$ cat config.mk
export PLATFORM = sky130hd
export DESIGN_NAME = hazard_ctrl
export DESIGN_NICKNAME = d
export VERILOG_FILES = /design/src/rtl/hazard_ctrl.sv
export SDC_FILE = /design/constraint.sdc
export NUM_CORES = 1
export LEC_CHECK = 0
export CAP_MARGIN = 20
export CORE_MARGIN = 3
export CORE_UTILIZATION = 41
export CTS_CLUSTER_SIZE = 40
export DETAILED_ROUTE_END_ITERATION = 10
export PLACE_DENSITY = 0.75
export RECOVER_POWER = 100
export SETUP_SLACK_MARGIN = 0.1
export SKIP_CTS_REPAIR_TIMING = 1
export SLEW_MARGIN = 10
export SYNTH_ARGS = -nofsm -noshare
export SYNTH_HDL_FRONTEND = slang
export SYNTH_SLANG_ARGS = --single-unit
$ cat constraint.sdc
create_clock -name clk -period 2.4 [get_ports clk]
set_clock_uncertainty 0.2 [all_clocks]
set_input_delay 0.6 -clock clk [delete_from_list [all_inputs] [get_ports clk]]
set_output_delay 0.6 -clock clk [all_outputs]
set_load 0.03 [all_outputs]
$ cat src/rtl/hazard_ctrl.sv
// Pipeline hazard controller: load-use stalls, multi-cycle multiply hold,
// taken-branch flush, and a saturating stall-cycle counter.
module hazard_ctrl #(
   parameter int unsigned MUL_CYCLES = 4
) (
   input  logic        clk,
   input  logic        rst,
   input  logic [3:0]  id_rs,
   input  logic [3:0]  id_rt,
   input  logic        id_uses_rs,
   input  logic        id_uses_rt,
   input  logic [3:0]  ex_rd,
   input  logic        ex_memread,
   input  logic        ex_mul_start,
   input  logic        branch_taken,
   output logic        pc_stall,
   output logic        ifid_stall,
   output logic        ifid_flush,
   output logic        idex_stall,
   output logic        idex_bubble,
   output logic        exmem_bubble,
   output logic        mul_busy,
   output logic [15:0] stall_cycles
);

   typedef enum logic [0:0] {StRun, StMulWait} state_e;

   localparam logic [3:0] CntInit = 4'(MUL_CYCLES - 2);

   state_e     state_q;
   logic [3:0] cnt_q;
   logic       lu;
   logic       mul_hold;
   logic       mul_go;

   assign lu = ex_memread & ((id_uses_rs & (id_rs == ex_rd)) |
                             (id_uses_rt & (id_rt == ex_rd)));

   always_comb begin
      pc_stall     = 1'b0;
      ifid_stall   = 1'b0;
      ifid_flush   = 1'b0;
      idex_stall   = 1'b0;
      idex_bubble  = 1'b0;
      exmem_bubble = 1'b0;
      mul_hold     = (state_q == StMulWait) && (cnt_q != 4'd0);
      // A new multiply is only accepted from RUN; the release cycle ignores it.
      mul_go       = (state_q == StRun) && ex_mul_start && !branch_taken;
      if (!rst) begin
         if (mul_hold || mul_go) begin
            pc_stall     = 1'b1;
            ifid_stall   = 1'b1;
            idex_stall   = 1'b1;
            exmem_bubble = 1'b1;
         end else if (branch_taken) begin
            ifid_flush  = 1'b1;
            idex_bubble = 1'b1;
         end else if (lu) begin
            pc_stall    = 1'b1;
            ifid_stall  = 1'b1;
            idex_bubble = 1'b1;
         end
      end
   end

   always_ff @(posedge clk or posedge rst) begin
      if (rst) begin
         state_q      <= StRun;
         cnt_q        <= 4'd0;
         mul_busy     <= 1'b0;
         stall_cycles <= 16'd0;
      end else begin
         if (pc_stall && (stall_cycles != 16'hFFFF)) begin
            stall_cycles <= stall_cycles + 16'd1;
         end
         unique case (state_q)
            StRun: begin
               if (mul_go) begin
                  state_q  <= StMulWait;
                  cnt_q    <= CntInit;
                  mul_busy <= 1'b1;
               end
            end
            StMulWait: begin
               if (cnt_q != 4'd0) begin
                  cnt_q <= cnt_q - 4'd1;
               end else begin
                  state_q  <= StRun;
                  mul_busy <= 1'b0;
               end
            end
            default: begin
               state_q  <= StRun;
               mul_busy <= 1'b0;
            end
         endcase
      end
   end

endmodule

==> impl_metrics.toml, run 1 <==
[yosys]
ys_types = 36
synth_seq_cells = 22
yosys_warnings = 0
seq_area_frac_synth_pct = 42.1
synth_nets = 151
avgSynthCellArea_sq_um = 10.1
synth_ff_type = "dfrtp_1"
synth_edf_count = 0
synth_area_sq_mm = 0.00131
async_reset_ff_share_pct = 100
syn_inst = 129

[setup_path]
path_buf_inv = 2
endpoint_kind = "primary output"
reg2reg_slack_ps = 0
critical_path.top_delay_family = "simple AND/OR/NAND/NOR gates"
cpMaxStageDelayCell = "dfrtp_1"
cp_slowest_stage_delay_ps = 420
cp.arrival_ps = 1930
path_max_fanout = 5
cp_cell_sequence = "inv_2 -> ha_1 -> nor3b_4 -> nor2b_2 -> or2_4 -> a21oi_4 -> nor2_4 -> buf_6"
startpoint_type = "flop"
cp.required_ps = 1600
path_class = "reg2out"

[drt]
post-route-drc-count = 0
viasPerCell = 5.08
ant_nets = 0
drtIter0Drc = 56
drtPass1Iterations = 4
drt-total-wl_microns = 3410
wire_per_inst_microns = 14.6
vias = 1184

[placement]
hpwl_microns = 2540
portBuffers = 41
dpl_cell_area_sq_mm = 0.00187
routabilityCongestion = 0.832
dp_cells = 224

[timing]
max_slew_margin_pct = 60.7
fin_ws_ps = -333
tns_ps = -1760
rsz0062_at_grt = "true"
tightest_slew_ps = 590
whs_ps = 321
finalSetupViolCount = 9
finalHoldViolCount = 0
timing.final.crit_share_pct = 114
fmax_mhz = 366
period_minus_slack_ps = 2730
maxSlewViolCount = 0

[global_route]
track_usage_pct = 17.4
grt_pass1_vias = 1282
grt_remaining_overflow = 0
grt_pass1_wl_microns = 5700
grt_start_max_net_pins = 26
antenna_found_initial = 0

[cells_and_area]
design_area_sq_mm = 0.00211
fin_nets = 214
antenna_cells = 0
drive_gt1_share_pct = 30.9
final_common_cell = "dfrtp_1"
syn_to_final_growth_pct = 61.0
final_cells = 233
final_cell_mix = "22 x dfrtp_1, 20 x dlymetal6s2s_1, 19 x buf_4, 14 x xnor2_1, 14 x clkdlybuf4s50_1"

[cts]
numCtsBuffers = 3
cts.path.max_buffers = 2
cts.clk_slew.worst_paths_ps = 130
insertion_delay_ps = 310
clock-root-buffer = "clkbuf_4"
cts_max_level = 1
cts_tree = "built"
cts_sinks = 22

[pwr]
ir_drop_mv = 0.647
p_per_area_mw_per_mm2 = 982
p_total_w = 0.00207
power_leakage_nw = 1.09

[floorplan]
core-area_sq_mm = 0.00290
fp.dieW_microns = 62.5
io_pins = 42
fp.dieArea_sq_mm = 0.00391
rows = 19
die_h_microns = 62.5
initial_core_util_pct = 45.1

[outcome]
status = "complete, but fails checks"
failed_checks = "negative setup slack"

[flow_run]
cap_violations = 0

[worst_hold_path]
min_path_type = "reg2reg"
[per-stage QoR]
step | setup WS (ps) | utilization, %
floorplan | -81.8 | -
global placement | -402 | 64.3
detailed placement | -431 | 64.3
CTS | -564 | 66.1
global route | -410 | 72.6
finish | -333 | 72.6
[worst paths after layout]
| kind | startpoint | depth (start not counted) | end |
|---|---|---|---|
| worst max-delay path | cnt_q[0]$_DFFE_PP0P_ | 8 | ifid_stall |
| max in group asynchronous | rst | 4 | stall_cycles[2]$_DFFE_PP0P_ |
| worst max register to register | cnt_q[0]$_DFFE_PP0P_ | 10 | stall_cycles[12]$_DFFE_PP0P_ |
| worst min-delay path | stall_cycles[5]$_DFFE_PP0P_ | 1 | stall_cycles[5]$_DFFE_PP0P_ |
| min in group asynchronous | rst | 4 | cnt_q[0]$_DFFE_PP0P_ |
| worst min register to register | stall_cycles[5]$_DFFE_PP0P_ | 1 | stall_cycles[5]$_DFFE_PP0P_ |
[routing by layer]
metal  vias up  track usage (%)  part of all wire, %
met5         -                0                    0
met3         4             1.98                  3.1
li1        577                -                    -
met4         0             4.13                 0.41
met2        28             32.4                   56
met1       575             21.1                   41
[area by class of cell]
type	count	area (sq um)
clock buffer	3	22.5
clock inverter	1	30.0
fill	217	793
inverter	4	16.3
multi-input combinational	97	790
sequential	22	551
tap	42	52.6
timing repair buffer	64	646
[cell usage after synthesis, drive strengths merged, types with 2 or more instances]
cell type	n	area, sq um
nand2	8	30.0
inv	4	15.0
xor2	8	70.1
nor2b	2	12.5
buf	5	42.5
dfrtp	22	551
nand4	2	12.5
mux2	3	45.0
nor2	10	37.5
o21ai	2	10.0
nor4	8	62.6
a21oi	3	18.8
nor3	4	25.0
nand3	13	65.1
ha	3	37.5
and2	2	12.5
xnor2	14	123
nor3b	2	25.0
and3	2	12.5
[flip-flops by register name, summed over array words and instances, names as in the netlist]
register      flops
cnt_q             4
mul_busy          1
stall_cycles     16
state_q           1
[report_power, final]
part	leakage [nW]	internal, W	total, W	switching, W
Clock	0.0279	0.000169	0.000282	0.000113
Sequential	0.277	0.000476	0.000595	0.000119
Combinational	0.782	0.000600	0.00119	0.000592
[kinds of logic (layout without fill, tap and decap cells)]
kind of cell / count (synthesis) / in the layout / synth area share [%]
XOR/XNOR: 22 / 22 / 14.7
AND/OR/NAND/NOR: 59 / 59 / 26.1
adder cells (fa/ha/maj): 3 / 3 / 2.87
AO/OA/AOI/OAI: 10 / 10 / 6.12
flip-flops: 22 / 22 / 42.1
buffers and inverters: 10 / 72 / 4.68
multiplexers: 3 / 3 / 3.44
No activity file was read; power rests on OpenSTA's default activity.
==> run 2: changes to the inputs <==
--- a/config.mk
+++ b/config.mk
@@ -13,7 +13,6 @@
 export PLACE_DENSITY = 0.75
 export RECOVER_POWER = 100
 export SETUP_SLACK_MARGIN = 0.1
-export SKIP_CTS_REPAIR_TIMING = 1
 export SLEW_MARGIN = 10
 export SYNTH_ARGS = -nofsm -noshare
 export SYNTH_HDL_FRONTEND = slang
==> impl_metrics.toml, run 2 (synthesis gave the netlist of run 1 again) <==
[worst_hold_path]
min_path_type = "reg2reg"
min_from = "stall_cycles[5]$_DFFE_PP0P_"

[cts]
cts.path.max_buffers = 2
cts_sinks = 22
numCtsBuffers = 3
insertion_delay_ps = 310
cts.clk_slew.worst_paths_ps = 130
hold_buffers = 0
clock-root-buffer = "clkbuf_4"
cts_max_level = 1
cts_tree = "built"

[global_route]
grt_pass1_vias = 1362
track_usage_pct = 18.9
grt_start_max_net_pins = 26
grt_pass1_wl_microns = 6170
antenna_found_initial = 0
grt_remaining_overflow = 0

[drt]
drtPass1Iterations = 4
drtIter0Drc = 27
ant_nets = 0
viasPerCell = 5.04
vias = 1250
post-route-drc-count = 0
wire_per_inst_microns = 15.6
drt-total-wl_microns = 3860

[floorplan]
core-area_sq_mm = 0.00290
initial_core_util_pct = 45.1
die_h_microns = 62.5
fp.dieArea_sq_mm = 0.00391
io_pins = 42
fp.dieW_microns = 62.5
rows = 19

[placement]
dpl_cell_area_sq_mm = 0.00187
portBuffers = 41
routabilityCongestion = 0.832
hpwl_microns = 2540

[timing]
maxSlewViolCount = 0
tightest_slew_ps = 617
tns_ps = -2660
fmax_mhz = 366
whs_ps = 309
fin_ws_ps = -329
timing.final.crit_share_pct = 114
rsz0062_at_grt = "true"
finalHoldViolCount = 0
max_slew_margin_pct = 58.9
period_minus_slack_ps = 2730
finalSetupViolCount = 15

[cells_and_area]
syn_to_final_growth_pct = 71.2
final_common_cell = "buf_4"
largest_register = "stall_cycles"
design_area_sq_mm = 0.00224
largest_reg_flops = 16
fin_nets = 229
antenna_cells = 0
final_cell_mix = "30 x buf_4, 22 x dfrtp_1, 12 x xnor2_1, 11 x nand3_1, 10 x buf_6"
final_util_pct = 77.3
largest_registers = "stall_cycles (16), cnt_q (4)"
drive_gt1_share_pct = 42.2

[pwr]
p_per_area_mw_per_mm2 = 1060
power_leakage_nw = 1.00
p_total_w = 0.00237
ir_drop_mv = 0.894

[setup_path]
cp.required_ps = 1600
endpoint_kind = "primary output"
startpoint = "cnt_q[0]$_DFFE_PP0P_"
r2r_start = "cnt_q[0]$_DFFE_PP0P_"
path_max_fanout = 3
path_class = "reg2out"
startpoint_type = "flop"
cp.arrival_ps = 1930
crit_end = "idex_bubble"
r2r_cells = 17
reg2reg_slack_ps = -300
r2r-end = "cnt_q[2]$_DFFE_PP0P_"

[outcome]
failed_checks = "negative setup slack"
status = "complete, but fails checks"

[flow_run]
cap_violations = 0
-- run 2: changes by cell type in the layout (fill, tap and decap cells not counted), sizes merged --
cell / before / now
buf: 27 / 41
clkdlybuf4s15: 0 / 5
clkdlybuf4s50: 14 / 3
dlygate4sd2: 0 / 6
clkbuf: 5 / 16
dlygate4sd3: 1 / 9
dlymetal6s2s: 20 / 2
-- run 2: cell type report --
class,count,area [sq um]
multi-input cells,97,911
fillers,207,659
repair buffers,79,658
flip-flops and latches,22,551
well taps,42,52.6
clock inverters,1,30.0
clock buffers,3,22.5
inverters,4,16.3
-- run 2: report_power, final --
group	leakage (nW)	internal (W)	total, W	switching [W]
Sequential	0.277	0.000476	0.000598	0.000122
Clock	0.0279	0.000169	0.000283	0.000114
Combinational	0.697	0.000770	0.00149	0.000723
-- run 2: timing repair --
| item | CTS | global route |
|---|---|---|
| pin swaps | 19 | 19 |
| endpoints found under the setup margin | 18 | 30 |
| gates resized for setup | 44 | 43 |
| setup buffers | 15 | 5 |
-- run 2: how the worst min path moves through the flow --
stage	endpoint	slack, ps	cells after the start
after global placement	stall_cycles[5]$_DFFE_PP0P_	290	1
final	stall_cycles[5]$_DFFE_PP0P_	310	1
after floorplan	mul_busy$_DFFE_PP0P_	270	1
after detailed placement	stall_cycles[5]$_DFFE_PP0P_	300	1
after global routing	stall_cycles[5]$_DFFE_PP0P_	350	1
after CTS	stall_cycles[5]$_DFFE_PP0P_	330	1
-- run 2: routing by layer --
| layer | track usage, % | part of all wire (%) | up-vias |
|---|---|---|---|
| li1 | - | - | 604 |
| met1 | 22.3 | 41 | 616 |
| met2 | 36.0 | 56 | 26 |
| met3 | 2.16 | 2.6 | 4 |
| met4 | 4.96 | 0.60 | 0 |
| met5 | 0 | 0 | - |
-- run 2: metrics by stage --
stage	setup WS [ps]	instances
final	-329	248
after global routing	-405	248
after CTS	-334	243
after detailed placement	-431	224
after global placement	-402	224
after floorplan	-81.8	129
-- run 2: critical path, cell delays in order (launching register included) --
cell	delay, ps
dfrtp_1	420
inv_2	70
ha_1	140
nor3b_4	210
nor2b_2	80
or2_4	280
buf_6	130
nor3_4	140
buf_6	160
==> run 3: changes to the inputs <==
--- a/config.mk
+++ b/config.mk
@@ -10,6 +10,7 @@
 export CORE_UTILIZATION = 41
 export CTS_CLUSTER_SIZE = 40
 export DETAILED_ROUTE_END_ITERATION = 10
+export GPL_ROUTABILITY_DRIVEN = 1
 export PLACE_DENSITY = 0.75
 export RECOVER_POWER = 100
 export SETUP_SLACK_MARGIN = 0.1
==> results of run 3 <==
The final DEF is identical to that of run 2; final timing and power are the same.
